## config.mk

```make
export PLATFORM = sky130hd
export DESIGN_NAME = chess_board_state
export DESIGN_NICKNAME = d
export VERILOG_FILES = /design/src/rtl/chess_pkg.sv /design/src/rtl/chess_move_check.sv /design/src/rtl/chess_board_state.sv
export SDC_FILE = /design/constraint.sdc
export NUM_CORES = 1
export LEC_CHECK = 0
export ABC_AREA = 1
export BUFFER_PORTS_ARGS = -buffer_cell sky130_fd_sc_hd__buf_2
export CAP_MARGIN = 20
export CORE_MARGIN = 2
export CORE_UTILIZATION = 45
export CTS_CLUSTER_DIAMETER = 100
export DETAILED_ROUTE_END_ITERATION = 10
export HOLD_SLACK_MARGIN = 0.03
export PLACE_DENSITY = 0.64
export SYNTH_ARGS = -nofsm -noshare
export SYNTH_HDL_FRONTEND = slang
export SYNTH_SLANG_ARGS = --single-unit
```

## constraint.sdc

```tcl
create_clock -name clk -period 20.3 [get_ports clk]
set_input_delay 1.015 -clock clk [delete_from_list [all_inputs] [get_ports clk]]
set_output_delay 1.015 -clock clk [all_outputs]
set_load 0.1 [all_outputs]
```

## src/rtl/chess_pkg.sv

```systemverilog
// ============================================================================
// Module   : chess_pkg
// Desc     : Piece codes, colour classification, standard layout, FSM states.
// Revision : 1.0
// ============================================================================
`default_nettype none

package chess_pkg;

    localparam logic [3:0] PC_EMPTY    = 4'h0;
    localparam logic [3:0] PC_W_PAWN   = 4'h1;
    localparam logic [3:0] PC_W_BISHOP = 4'h2;
    localparam logic [3:0] PC_W_KNIGHT = 4'h3;
    localparam logic [3:0] PC_W_ROOK   = 4'h4;
    localparam logic [3:0] PC_W_QUEEN  = 4'h5;
    localparam logic [3:0] PC_W_KING   = 4'h6;
    localparam logic [3:0] PC_B_PAWN   = 4'h7;
    localparam logic [3:0] PC_B_BISHOP = 4'h8;
    localparam logic [3:0] PC_B_KNIGHT = 4'h9;
    localparam logic [3:0] PC_B_ROOK   = 4'hA;
    localparam logic [3:0] PC_B_QUEEN  = 4'hB;
    localparam logic [3:0] PC_B_KING   = 4'hC;

    // Indexed [row][col]; row 0 is black's back rank.
    localparam logic [0:7][0:7][3:0] STD_LAYOUT = {
        PC_B_ROOK, PC_B_KNIGHT, PC_B_BISHOP, PC_B_QUEEN,
        PC_B_KING, PC_B_BISHOP, PC_B_KNIGHT, PC_B_ROOK,
        {8{PC_B_PAWN}},
        {32{PC_EMPTY}},
        {8{PC_W_PAWN}},
        PC_W_ROOK, PC_W_KNIGHT, PC_W_BISHOP, PC_W_QUEEN,
        PC_W_KING, PC_W_BISHOP, PC_W_KNIGHT, PC_W_ROOK
    };

    typedef enum logic [1:0] {
        CLR_EMPTY   = 2'd0,
        CLR_WHITE   = 2'd1,
        CLR_BLACK   = 2'd2,
        CLR_NEUTRAL = 2'd3
    } colour_e;

    typedef enum logic [0:0] {
        ST_IDLE = 1'b0,
        ST_HELD = 1'b1
    } state_e;

    function automatic colour_e colour_of(input int unsigned code);
        if (code == 0)       return CLR_EMPTY;
        else if (code <= 6)  return CLR_WHITE;
        else if (code <= 12) return CLR_BLACK;
        return CLR_NEUTRAL;
    endfunction

    function automatic colour_e side_colour(input logic side);
        return side ? CLR_BLACK : CLR_WHITE;
    endfunction

endpackage

`default_nettype wire

```

## src/rtl/chess_move_check.sv

```systemverilog
// ============================================================================
// Module   : chess_move_check
// Desc     : Combinational pick/place legality from square colour and mask.
// Revision : 1.0
// ============================================================================
`default_nettype none

module chess_move_check
    import chess_pkg::*;
#(
    parameter int CODE_W = 4
) (
    input  logic              side,
    input  logic              sel_valid,
    input  logic [CODE_W-1:0] sel_code,
    input  logic              sel_mask,
    output logic              pick_ok,
    output logic              place_ok
);

    colour_e sel_colour;
    colour_e own_colour;

    assign sel_colour = colour_of(32'(sel_code));
    assign own_colour = side_colour(side);

    // Neutral and empty squares are never pickable but may be landed on.
    assign pick_ok  = sel_valid && (sel_colour == own_colour);
    assign place_ok = sel_valid && sel_mask && (sel_colour != own_colour);

endmodule

`default_nettype wire

```

## src/rtl/chess_board_state.sv

```systemverilog
// ============================================================================
// Module   : chess_board_state
// Desc     : Pick/place board state machine with display read port.
//            Optional one-level undo enabled by BOARD_UNDO_EN.
// Revision : 1.0
// ============================================================================
`default_nettype none

module chess_board_state
    import chess_pkg::*;
#(
    parameter int                ROWS        = 8,
    parameter int                COLS        = 8,
    parameter int                CODE_W      = 4,
    parameter logic [CODE_W-1:0] HILITE_CODE = CODE_W'(4'hD),
    localparam int               RW          = $clog2(ROWS),
    localparam int               CW          = $clog2(COLS),
    localparam int               POS_W       = RW + CW
) (
    input  logic                 clk,
    input  logic                 rst,
    input  logic                 pick_req,
    input  logic                 place_req,
    input  logic                 cancel_req,
    input  logic                 undo_req,
    input  logic [POS_W-1:0]     sel_pos,
    input  logic [POS_W-1:0]     rd_pos,
    input  logic [ROWS*COLS-1:0] legal_mask,
    output logic [CODE_W-1:0]    board [ROWS][COLS],
    output logic [CODE_W-1:0]    rd_code,
    output logic                 holding,
    output logic [CODE_W-1:0]    held_code,
    output logic [POS_W-1:0]     held_pos,
    output logic                 move_done,
    output logic [CODE_W-1:0]    captured_code,
    output logic                 illegal,
    output logic [15:0]          move_count,
    output logic                 side,
    output logic                 undo_ok
);

    logic [CODE_W-1:0] board_q  [ROWS][COLS];
    logic [CODE_W-1:0] board_d  [ROWS][COLS];
    logic [CODE_W-1:0] board_rv [ROWS][COLS];
    logic              mask_rc  [ROWS][COLS];

    state_e            state_q, state_d;
    logic [CODE_W-1:0] held_code_q, held_code_d;
    logic [POS_W-1:0]  held_pos_q, held_pos_d;
    logic [CODE_W-1:0] captured_q, captured_d;
    logic [15:0]       move_count_q, move_count_d;
    logic              side_q, side_d;
    logic              move_done_q, move_done_d;
    logic              illegal_q, illegal_d;
    logic [CODE_W-1:0] rd_code_q, rd_code_d;

    generate
        for (genvar r = 0; r < ROWS; r++) begin : g_row
            for (genvar c = 0; c < COLS; c++) begin : g_col
                assign mask_rc[r][c]  = legal_mask[ROWS*COLS-1-(r*COLS+c)];
                assign board_rv[r][c] = (ROWS == 8 && COLS == 8) ?
                                        CODE_W'(STD_LAYOUT[r][c]) : '0;
            end
        end
    endgenerate

    logic [RW-1:0]     sel_row, rd_row, held_row;
    logic [CW-1:0]     sel_col, rd_col, held_col;
    logic              sel_valid, rd_valid, sel_mask;
    logic [CODE_W-1:0] sel_code;

    assign sel_row  = sel_pos[POS_W-1:CW];
    assign sel_col  = sel_pos[CW-1:0];
    assign rd_row   = rd_pos[POS_W-1:CW];
    assign rd_col   = rd_pos[CW-1:0];
    assign held_row = held_pos_q[POS_W-1:CW];
    assign held_col = held_pos_q[CW-1:0];

    assign sel_valid = (int'(sel_row) < ROWS) && (int'(sel_col) < COLS);
    assign rd_valid  = (int'(rd_row) < ROWS) && (int'(rd_col) < COLS);
    assign sel_code  = sel_valid ? board_q[sel_row][sel_col] : '0;
    assign sel_mask  = sel_valid && mask_rc[sel_row][sel_col];

    logic pick_ok, place_ok;

    chess_move_check #(
        .CODE_W   (CODE_W)
    ) u_move_check (
        .side      (side_q),
        .sel_valid (sel_valid),
        .sel_code  (sel_code),
        .sel_mask  (sel_mask),
        .pick_ok   (pick_ok),
        .place_ok  (place_ok)
    );

    logic is_idle, is_held;
    logic pick_go, pick_bad, cancel_go, commit_go, place_bad, undo_bad;
    logic place_away;

    assign is_idle    = (state_q == ST_IDLE);
    assign is_held    = (state_q == ST_HELD);
    assign pick_go    = is_idle && pick_req && pick_ok;
    assign pick_bad   = is_idle && pick_req && !pick_ok;
    // Dropping back on the origin square behaves exactly like cancel.
    assign cancel_go  = is_held && (cancel_req || (place_req && sel_pos == held_pos_q));
    assign place_away = is_held && !cancel_req && place_req && (sel_pos != held_pos_q);
    assign commit_go  = place_away && place_ok;
    assign place_bad  = place_away && !place_ok;

`ifdef BOARD_UNDO_EN
    logic [POS_W-1:0]  undo_from_q, undo_from_d, undo_to_q, undo_to_d;
    logic [CODE_W-1:0] undo_moved_q, undo_moved_d, undo_cap_q, undo_cap_d;
    logic              undo_ok_q, undo_ok_d;
    logic              undo_go;

    assign undo_go  = is_idle && !pick_req && undo_req && undo_ok_q;
    assign undo_bad = undo_req && (is_held || (!pick_req && !undo_ok_q));
    assign undo_ok  = undo_ok_q;
`else
    logic unused_undo;
    assign unused_undo = undo_req;
    assign undo_bad    = 1'b0;
    assign undo_ok     = 1'b0;
`endif

    always_ff @(posedge clk or posedge rst) begin
        if (rst) state_q <= ST_IDLE;
        else     state_q <= state_d;
    end

    always_comb begin
        state_d = state_q;
        case (state_q)
            ST_IDLE: if (pick_go) state_d = ST_HELD;
            ST_HELD: if (cancel_go || commit_go) state_d = ST_IDLE;
            default: state_d = ST_IDLE;
        endcase
    end

    always_comb begin
        holding = (state_q == ST_HELD);
    end

    always_comb begin
        board_d      = board_q;
        held_code_d  = held_code_q;
        held_pos_d   = held_pos_q;
        captured_d   = captured_q;
        move_count_d = move_count_q;
        side_d       = side_q;
        move_done_d  = 1'b0;
        illegal_d    = pick_bad || place_bad || undo_bad;
`ifdef BOARD_UNDO_EN
        undo_from_d  = undo_from_q;
        undo_to_d    = undo_to_q;
        undo_moved_d = undo_moved_q;
        undo_cap_d   = undo_cap_q;
        undo_ok_d    = undo_ok_q;
`endif
        if (pick_go) begin
            board_d[sel_row][sel_col] = '0;
            held_code_d = sel_code;
            held_pos_d  = sel_pos;
        end
        if (cancel_go) begin
            board_d[held_row][held_col] = held_code_q;
        end
        if (commit_go) begin
            board_d[sel_row][sel_col] = held_code_q;
            captured_d  = sel_code;
            move_done_d = 1'b1;
            side_d      = ~side_q;
            if (move_count_q != 16'hFFFF) move_count_d = move_count_q + 16'd1;
`ifdef BOARD_UNDO_EN
            undo_from_d  = held_pos_q;
            undo_to_d    = sel_pos;
            undo_moved_d = held_code_q;
            undo_cap_d   = sel_code;
            undo_ok_d    = 1'b1;
`endif
        end
`ifdef BOARD_UNDO_EN
        if (undo_go) begin
            board_d[undo_from_q[POS_W-1:CW]][undo_from_q[CW-1:0]] = undo_moved_q;
            board_d[undo_to_q[POS_W-1:CW]][undo_to_q[CW-1:0]]     = undo_cap_q;
            move_count_d = move_count_q - 16'd1;
            side_d       = ~side_q;
            undo_ok_d    = 1'b0;
        end
`endif
    end

    // Display read sees the board as it stood before this cycle's update.
    always_comb begin
        rd_code_d = '0;
        if (rd_valid) begin
            if (is_held && board_q[rd_row][rd_col] == '0 && mask_rc[rd_row][rd_col])
                rd_code_d = HILITE_CODE;
            else
                rd_code_d = board_q[rd_row][rd_col];
        end
    end

    always_ff @(posedge clk or posedge rst) begin
        if (rst) begin
            board_q      <= board_rv;
            held_code_q  <= '0;
            held_pos_q   <= '0;
            captured_q   <= '0;
            move_count_q <= '0;
            side_q       <= 1'b0;
            move_done_q  <= 1'b0;
            illegal_q    <= 1'b0;
            rd_code_q    <= '0;
        end else begin
            board_q      <= board_d;
            held_code_q  <= held_code_d;
            held_pos_q   <= held_pos_d;
            captured_q   <= captured_d;
            move_count_q <= move_count_d;
            side_q       <= side_d;
            move_done_q  <= move_done_d;
            illegal_q    <= illegal_d;
            rd_code_q    <= rd_code_d;
        end
    end

`ifdef BOARD_UNDO_EN
    always_ff @(posedge clk or posedge rst) begin
        if (rst) begin
            undo_from_q  <= '0;
            undo_to_q    <= '0;
            undo_moved_q <= '0;
            undo_cap_q   <= '0;
            undo_ok_q    <= 1'b0;
        end else begin
            undo_from_q  <= undo_from_d;
            undo_to_q    <= undo_to_d;
            undo_moved_q <= undo_moved_d;
            undo_cap_q   <= undo_cap_d;
            undo_ok_q    <= undo_ok_d;
        end
    end
`endif

    assign board         = board_q;
    assign rd_code       = rd_code_q;
    assign held_code     = held_code_q;
    assign held_pos      = held_pos_q;
    assign move_done     = move_done_q;
    assign captured_code = captured_q;
    assign illegal       = illegal_q;
    assign move_count    = move_count_q;
    assign side          = side_q;

endmodule

`default_nettype wire
```

==> metrics.txt <==
most frequent cell after synthesis nand2_1; share of synthesized flip-flops with an asynchronous set or reset 1.00; top post-synthesis cells by area nand2_1, dfrtp_1, nand3_1; Final Hold Fails 0; I/O Buffers roughly 370; routed vias/inst 5.94; Final ANT Viol Nets 0; vias in the first global route between 20000 and 30000; # hold bufs at CTS 0; Sink Count slightly below 300; worst-margin pin slew 1.26 ns; post-synth top area cell nand2_1; Die Y about 240 um; CP startpoint kind input pin; die footprint between 50000 and 60000 um^2; final wirelength around 120000 um; initial antenna violation count 2; synthesized net count about 4200; FF-to-FF End move_count[0]; Post-Synth XOR/XNOR Area 0.00567; Syn. warnings 0; mux contribution to synthesized area 0; CTS tree done; Post-synth EDFFs 0; total grt overflow 0; DR iter-0 viols approximately 4500; post-synthesis adder-cell area fraction 0.000506; Critical Path RT 20.72 ns; # diodes 0; final setup fails 0; routability cong. between 1 and 1.5; Hold Path Class reg -> reg; Netlist cell types roughly 50; Crit Path Class in -> reg; CP Capture Point move_count[0]; largest family of logic cells by synthesized area simple AND/OR/NAND/NOR gates; Critical Path Slowest Stage Cell nor2_2; post-synthesis sequential area ratio 0.301; Synth Area in Simple Gates 0.494; area of the mapped netlist about 25000 um^2; post-cts resize count 0; pwr/cell area approximately 170 nW/um^2; Clk Latency, worst-skew pair 0.58 ns; Compound-Gate Fraction of Synth Area 0.105; instance count of the mapped netlist between 4000 and 5000; via count 29895; layout cells sized above 1 0.149; Worst VDD drop roughly 0.00020 V; clk slew on worst S/H paths around 0.060 ns; DP HPWL between 80000 and 90000 um; post-CTS setup buffers 0; TritonRoute pass-1 iters 6; Most common cell on crit path nand2_1; Starting Density 0.457; Cell Rows between 80 and 90; top cell type's share of synthesized area 0.257; FF-to-FF path depth 16; fmax approximately 0.14 GHz; post-synthesis area per instance between 6 and 7 um^2; I/O pin count about 380; Max-slew headroom 0.152; commonest cells in the netlist nand2_1, nand3_1, nor2_1, inv_1, o21ai_0; R2R Setup Slk about 15 ns; global-route wire length before repair about 180000 um; setup TNS 0 ns; leakage between 10 and 15 nW; Nets 4392; Total GRT Usage 0.418; fin crit share 0.350; fill count 5728; CTS Buf Count 38; Bufs on Longest Clock Path 3; RSZ-0062 raised after global routing no; crit path DAT 7.53 ns; CP Cell Sequence buf_2 > inv_2 > nor2_2 > nand3_1 > nand2_1 > o21ai_1 > nand2_1 > nor2_1 > nand2_1 > nor2_1 > nand2_1 > nand3_1 > nand3_1 > nand2_8 > nor2_4 > buf_4 > nand3_2 > xor2_1; crit-path max FO 96; max cap viols 0; critical path endpoint category flop; Critical R2R Launch board[12]; CP max stage delay a little under 0.9 ns; core area about 54000 um^2; Critical Path Start sel_pos[5]; Synth Register Bits a little under 300; Worst path depth 18; CP top delay family simple AND/OR/NAND/NOR gates; post-layout min period around 7.1 ns; CTS Root Cell clkbuf_16; pin count of the biggest net entering global routing around 160; per-cell routed wire length ~24 um; status finished clean; clk_skew just under 0.02 ns; Placed Cells 4964; fin cells roughly 5000; Syn-to-layout area delta 13.6%; Die X 238 um; Residual DRC 0; CTS H-tree lvls 2; Synth Flop Type dfrtp_1; Max Slew Vio Count 0; WP buf/inv 3
## cell type report
cell class,count,area (um^2),share of cell area
inverters,286,1090,0.0389
multi-input cells,3271,15100,0.537
clock buffers,60,1200,0.0426
repair buffers,418,2240,0.0797
flip-flops and latches,294,7440,0.265
well taps,696,871,0.0310
clock inverters,9,170,0.00606
## kinds of logic after synthesis
kind of cell	count (synthesis)
buffers and inverters	527
xor gates and xnor gates	16
DFF	294
AOI/OAI and AO/OA	465
adders and majority gates	1
other	1
and+or+nand+nor	2788
## worst min-delay path: cells and delay by family (launching register included)
kind / cells / cell delay, ns
flops: 1 / 0.35
simple gates: 1 / 0.05
compound gates: 1 / 0.06
## power by group
group	internal (mW)	switching, mW
clock	0.467	0.287
combinational	0.452	2.36
sequential	0.792	0.304
## metrics by stage
stage | worst slack, ns | hold slack (ns) | util | power (mW) | cell area (um^2)
floorplan | 11.26 | 0.769 | - | 3.16 | 24700
global placement | 12.94 | 0.468 | 0.494 | 3.84 | 26700
detailed placement | 12.94 | 0.473 | 0.494 | 3.85 | 26700
CTS | 13.50 | 0.497 | 0.519 | 4.61 | 28100
global route | 13.04 | 0.532 | 0.520 | 4.82 | 28100
finish | 13.19 | 0.492 | 0.520 | 4.66 | 28100
## sequential cells by signal, summed over array words and instances (netlist names), 4 cells and up
signal / flops
held_pos: 6
rd_code: 4
move_count: 16
board: 256
held_code: 4
captured_code: 4
## metal layers
layer	share of wire	track usage	vias to the layer above
li1	-	-	13649
met1	0.40	0.579	13743
met2	0.40	0.586	2108
met5	0.00023	0	-
met4	0.066	0.238	4
met3	0.13	0.109	391
## layout by cell type, fill, tap and decap left out, types with 5 or more instances in the layout
cell,count
nand2_1,1694
dfrtp_1,231
xor2_1,13
nand3b_1,43
clkbuf_8,10
nand3_4,46
bufinv_16,5
o21ai_0,243
nor2_1,390
a32o_1,7
a221oi_1,9
buf_2,371
inv_1,278
nor3_2,6
o21ai_1,30
nand3_2,10
a21oi_1,89
dfstp_2,59
nand3_1,532
buf_4,44
nand2_2,16
nor4_1,7
o22ai_1,38
o221ai_1,8
nand4_1,10
nor3_1,17
nor4_4,7
clkinv_2,5
o211ai_1,24
clkbuf_1,9
clkbuf_16,41
## worst min-delay path by stage
stage / endpoint / cells past startpoint / start
floorplan: board[4] / 4 / board[4]
finish: captured_code[3] / 2 / captured_code[3]
global placement: captured_code[0] / 2 / captured_code[0]
CTS: captured_code[3] / 2 / captured_code[3]
detailed placement: captured_code[1] / 2 / captured_code[1]
global route: captured_code[2] / 2 / captured_code[2]
No activity file was read; power rests on OpenSTA's default activity.
